===== config.mk =====
export PLATFORM = sky130hd
export DESIGN_NAME = fir_coeff_loader
export DESIGN_NICKNAME = d
export VERILOG_FILES = /design/src/rtl/fir_coeff_loader.sv
export SDC_FILE = /design/constraint.sdc
export NUM_CORES = 1
export LEC_CHECK = 0
export ABC_AREA = 1
export CAP_MARGIN = 20
export CORE_ASPECT_RATIO = 1.4
export CORE_UTILIZATION = 59
export CTS_CLUSTER_DIAMETER = 50
export DETAILED_ROUTE_END_ITERATION = 8
export PLACE_DENSITY = 0.75
export SLEW_MARGIN = 0
export SYNTH_ARGS = -nofsm -noshare
export SYNTH_HDL_FRONTEND = slang
export SYNTH_SLANG_ARGS = --single-unit

===== constraint.sdc =====
create_clock -name clk -period 3.7 [get_ports clk]
set_clock_uncertainty 0.05 [all_clocks]
set_input_delay 0.74 -clock clk [delete_from_list [all_inputs] [get_ports clk]]
set_output_delay 0.74 -clock clk [all_outputs]
set_load 0.05 [all_outputs]

===== src/rtl/fir_coeff_loader.sv =====
// Collects NCoeffs parallel coefficient words, then shifts them into the filter
// serially: highest word index first, MSB first, held off while the filter is busy.
module fir_coeff_loader #(
  parameter int DataWidth = 12,
  parameter int NTaps     = 9
) (
  input  logic                 clk,
  input  logic                 rstN,
  input  logic                 coeff_valid,
  input  logic [DataWidth-1:0] coeff_data,
  output logic                 coeff_ready,
  input  logic                 flush,
  input  logic                 fir_active,
  output logic                 coeff_load_out,
  output logic                 coeff_out,
  output logic                 busy,
  output logic                 load_done
);

  localparam int NCoeffs = (NTaps + 1) / 2;
  localparam int NBits   = NCoeffs * DataWidth;
  localparam int WW      = (NCoeffs > 1) ? $clog2(NCoeffs) : 1;
  localparam int BW      = (DataWidth > 1) ? $clog2(DataWidth) : 1;
  localparam int IW      = (NBits > 1) ? $clog2(NBits) : 1;

  localparam logic [WW-1:0] LastWord = WW'(NCoeffs - 1);
  localparam logic [BW-1:0] LastBit  = BW'(DataWidth - 1);

  localparam logic [1:0] S_COLLECT = 2'd0;
  localparam logic [1:0] S_WAIT    = 2'd1;
  localparam logic [1:0] S_SEND    = 2'd2;
  localparam logic [1:0] S_DONE    = 2'd3;

  generate
    if (NTaps % 2 == 0) begin : g_even_ntaps
      $error("fir_coeff_loader: NTaps must be odd");
    end
  endgenerate

  logic [1:0]           r_state;
  logic [WW-1:0]        r_word_cnt;
  logic [WW-1:0]        r_word_idx;
  logic [BW-1:0]        r_bit_idx;
  logic                 r_load_out;
  logic                 r_coeff_out;
  logic                 r_load_done;
  logic [DataWidth-1:0] r_buf [NCoeffs];

  logic                 w_accept;
  logic                 w_last_bit;
  logic [WW-1:0]        w_next_word;
  logic [BW-1:0]        w_next_bit;
  logic [IW-1:0]        w_next_idx;
  logic [NBits-1:0]     w_flat;

  // Flat view of the buffer: bit b of word w sits at w*DataWidth + b.
  genvar gi;
  generate
    for (gi = 0; gi < NCoeffs; gi++) begin : g_flat
      assign w_flat[gi*DataWidth +: DataWidth] = r_buf[gi];
    end
  endgenerate

  assign coeff_ready = (r_state == S_COLLECT);
  assign busy        = (r_state != S_COLLECT);
  assign w_accept    = coeff_ready && coeff_valid && !flush;

  assign w_last_bit  = (r_word_idx == '0) && (r_bit_idx == '0);
  assign w_next_word = (r_bit_idx == '0) ? (r_word_idx - WW'(1)) : r_word_idx;
  assign w_next_bit  = (r_bit_idx == '0) ? LastBit : (r_bit_idx - BW'(1));
  assign w_next_idx  = IW'(w_next_word) * IW'(DataWidth) + IW'(w_next_bit);

  always_ff @(posedge clk) begin
    if (rstN && w_accept) begin
      r_buf[r_word_cnt] <= coeff_data;
    end
  end

  always_ff @(posedge clk) begin
    if (!rstN) begin
      r_state     <= S_COLLECT;
      r_word_cnt  <= '0;
      r_word_idx  <= '0;
      r_bit_idx   <= '0;
      r_load_out  <= 1'b0;
      r_coeff_out <= 1'b0;
      r_load_done <= 1'b0;
    end else begin
      r_load_done <= 1'b0;
      case (r_state)
        S_COLLECT: begin
          if (flush) begin
            r_word_cnt <= '0;
          end else if (coeff_valid) begin
            if (r_word_cnt == LastWord) begin
              r_word_cnt <= '0;
              r_word_idx <= LastWord;
              r_bit_idx  <= LastBit;
              if (fir_active) begin
                r_state <= S_WAIT;
              end else begin
                // Final word is still on the bus, so its MSB leads the stream directly.
                r_state     <= S_SEND;
                r_load_out  <= 1'b1;
                r_coeff_out <= coeff_data[DataWidth-1];
              end
            end else begin
              r_word_cnt <= r_word_cnt + WW'(1);
            end
          end
        end
        S_WAIT: begin
          if (!fir_active) begin
            r_state     <= S_SEND;
            r_load_out  <= 1'b1;
            r_coeff_out <= w_flat[NBits-1];
          end
        end
        S_SEND: begin
          if (w_last_bit) begin
            r_state     <= S_DONE;
            r_load_out  <= 1'b0;
            r_coeff_out <= 1'b0;
            r_load_done <= 1'b1;
          end else begin
            r_word_idx  <= w_next_word;
            r_bit_idx   <= w_next_bit;
            r_coeff_out <= w_flat[w_next_idx];
          end
        end
        S_DONE: begin
          r_state <= S_COLLECT;
        end
        default: begin
          r_state <= S_COLLECT;
        end
      endcase
    end
  end

  assign coeff_load_out = r_load_out;
  assign coeff_out      = r_coeff_out;
  assign load_done      = r_load_done;

endmodule


==> impl_metrics.yaml <==
floorplanning:
  start_util: 0.609
  die_area_um2: 6370
  dieWidth_um: 67.7
  die_h_um: 94.0
  io_pins: 22
  rows: 33
  core_um2: 5860
worst_setup_path:
  reg2reg_from: "r_bit_idx[1]"
  crit_slowest_cell: "fa_1"
  critPathKind: "reg2reg"
  crit_buf_inv: 3
  cp.required_ns: 3.94
  r2r_slack_ns: 0.49
  critPathArrivalTime_ns: 3.44
  max_stage_delay_ns: 0.48
  worst_r2r_path_depth: 16
  critPathLaunchType: "register"
  worstSetupEndpointType: "register"
  worst-path-max-fanout: 36
  critical_path.top_delay_family: "adder cells"
  timing.rr.end: "coeff_out"
  path_cells: "inv_1 > ha_1 > nand2_4 > xor2_1 > ha_1 > inv_1 > fa_1 > nor2_1 > xor2_1 > xor2_1 > inv_1 > nand3_1 > nand3_1 > nand2_1 > nand2_1 > a21oi_2"
synthesis:
  ys_seq_elements: 75
  synth_largest_area_cell: "edfxtp_1"
  yosysWarnings: 0
  syn-num-nets: 377
  synthArstFlopShare: 0
  ys_seq_area_frac: 0.589
  syn_area_um2: 3570
  syn_inst: 346
  synth_edf_count: 60
  synth_ff_type: "edfxtp_1"
  synth_cell_types: 32
  avgSynthCellArea_um2: 10.3
  synth_area_leaders: "edfxtp_1 50%, nand3_1 12%, dfxtp_1 8.4%"
  yosysTopAreaCellShare: 0.505
hold_path:
  hp-start: "coeff_load_out"
  hold_depth: 2
  min_path_type: "reg2reg"
  holdPathEnd: "coeff_load_out"
route:
  wirelength_um: 7070
  vias: 2549
  routedWlPerCell_um: 15.9
  first_pass_iters: 5
  drt_iter0_drc: 165
  drc: 0
  ant_nets: 0
  via_per_inst: 5.73
global_routing:
  grt_pass1_vias: 2409
  track_usage: 0.255
  grt_overflow: 0
  grt_max_degree: 37
  antenna_found_initial: 0
  grt_pass1_wl_um: 11400
layout:
  nFillCells: 480
  final_common_cell: "nand3_1"
  multi_input_area_um2: 1240
  seqCellArea_um2: 2100
  final_net_count: 401
  n_antenna_cell: 0
  final_cell_mix: "88 x nand3_1, 60 x edfxtp_1, 54 x nand2_1"
  synthToLayoutAreaGrowth_pct: 13.5
  layout-drive-gt1-share: 0.0827
timing:
  setup_viol: 0
  rsz0062_at_grt: "false"
  period_share: 0.867
  tightest_slew_ns: 0.557
  report.final.slew_viol_count: 0
  finalCriticalPeriod_ns: 3.21
  fin_setup_tns_ns: 0
  max_clock_freq_mhz: 312
  finalHoldViolations: 0
  relSlewSlack: 0.629
run_status:
  outcome: "completed"
clock_tree:
  ctsHtreeMaxLevel: 3
  clock_latency_ns: 0.35
  clock_sinks: 75
  clk_path_buf_depth: 2
  numCtsBuffers: 9
  cts_root_buffer: "clkbuf_8"
  post_cts_resize_count: 0
  cts_tree: "built"
  ctsHoldBuffers: 0
  post-cts-setup-buffers: 0
  clk_pin_slew_ns: 0.08
job:
  maxCapViolCount: 0
placement:
  io_buffers: 21
  gp_congestion: 0.830
  dp_hpwl_um: 4810
-- per-stage QoR --
step | cell area, µm² | cells | hold WS [ns] | util | worst slack, ns
after floorplan | 3570 | 346 | 0.429 | - | 0.500
after CTS | 4050 | 445 | 0.407 | 0.691 | 0.542
after global placement | 3840 | 429 | 0.388 | 0.654 | 0.720
after global routing | 4050 | 445 | 0.450 | 0.691 | 0.211
final | 4050 | 445 | 0.403 | 0.691 | 0.492
after detailed placement | 3840 | 429 | 0.396 | 0.654 | 0.606
-- sequential cells by signal (all words and copies together), names as in the netlist --
register	cells
coeff_out	1
r_state	2
load_done	1
coeff_load_out	1
r_bit_idx	4
r_word_idx	3
r_buf	60
r_word_cnt	3
-- cell families (layout without fill, tap and decap cells) --
group | Yosys count | count (layout) | share of synthesized area
AND/OR/NAND/NOR | 165 | 165 | 0.215
flip-flops | 75 | 75 | 0.589
buffers and inverters | 52 | 81 | 0.0666
AO/OA/AOI/OAI | 33 | 33 | 0.0571
adder cells (fa/ha/maj) | 14 | 14 | 0.0533
XOR/XNOR | 7 | 7 | 0.0193
-- area by class of cell --
type / count / share of cell area
timing repair buffer: 28 / 0.0648
sequential: 75 / 0.519
clock inverter: 7 / 0.0228
clock buffer: 9 / 0.0306
inverter: 37 / 0.0343
tap: 70 / 0.0216
multi-input combinational: 219 / 0.307
-- worst max path at each step --
| stage | end | slack [ns] | cells past startpoint | start |
|---|---|---|---|---|
| 2_1_floorplan | r_buf[4][0] | 0.50 | 8 | r_state[1] |
| 3_3_place_gp | coeff_out | 0.72 | 16 | r_bit_idx[0] |
| 3_5_place_dp | coeff_out | 0.61 | 16 | r_bit_idx[0] |
| 4_1_cts | coeff_out | 0.54 | 16 | r_bit_idx[0] |
| 5_1_grt | coeff_out | 0.21 | 16 | r_bit_idx[0] |
| 6_report | coeff_out | 0.49 | 16 | r_bit_idx[1] |
-- worst reg2reg max path, delay by kind of cell (launching register included) --
family	cells	cell delay, ns
compound gates	1	0.10
xor+xnor	3	0.73
fa+ha+maj	3	0.93
buf+inv	3	0.19
flops	1	0.36
simple gates	6	0.78
-- cell usage after synthesis (2+ instances only) --
master    count
a21oi_1       9
xnor2_1       2
o21ai_0      11
a211oi_1      4
nand2_4       2
nor3_1        5
a31oi_1       3
nand3b_1      3
dfxtp_1      15
buf_2         7
buf_6         3
xor2_1        4
fa_1          2
nor2_1       11
nand3_1      88
edfxtp_1     60
a32o_1        2
ha_1         12
nand2_1      54
buf_4         3
inv_1        35
-- layer usage --
layer / share of wire / wire length, µm / GRT usage / up-vias
met5: 0 / 0 / 0 / -
met1: 0.40 / 2820 / 0.308 / 1205
met4: 0.021 / 146 / 0.108 / 0
li1: - / - / - / 1257
met3: 0.053 / 374 / 0.0692 / 13
met2: 0.53 / 3720 / 0.420 / 74
Power is left out: the tool's default activity adds up to more than one toggle a clock period on the data nets, which glitch-free logic cannot reach.
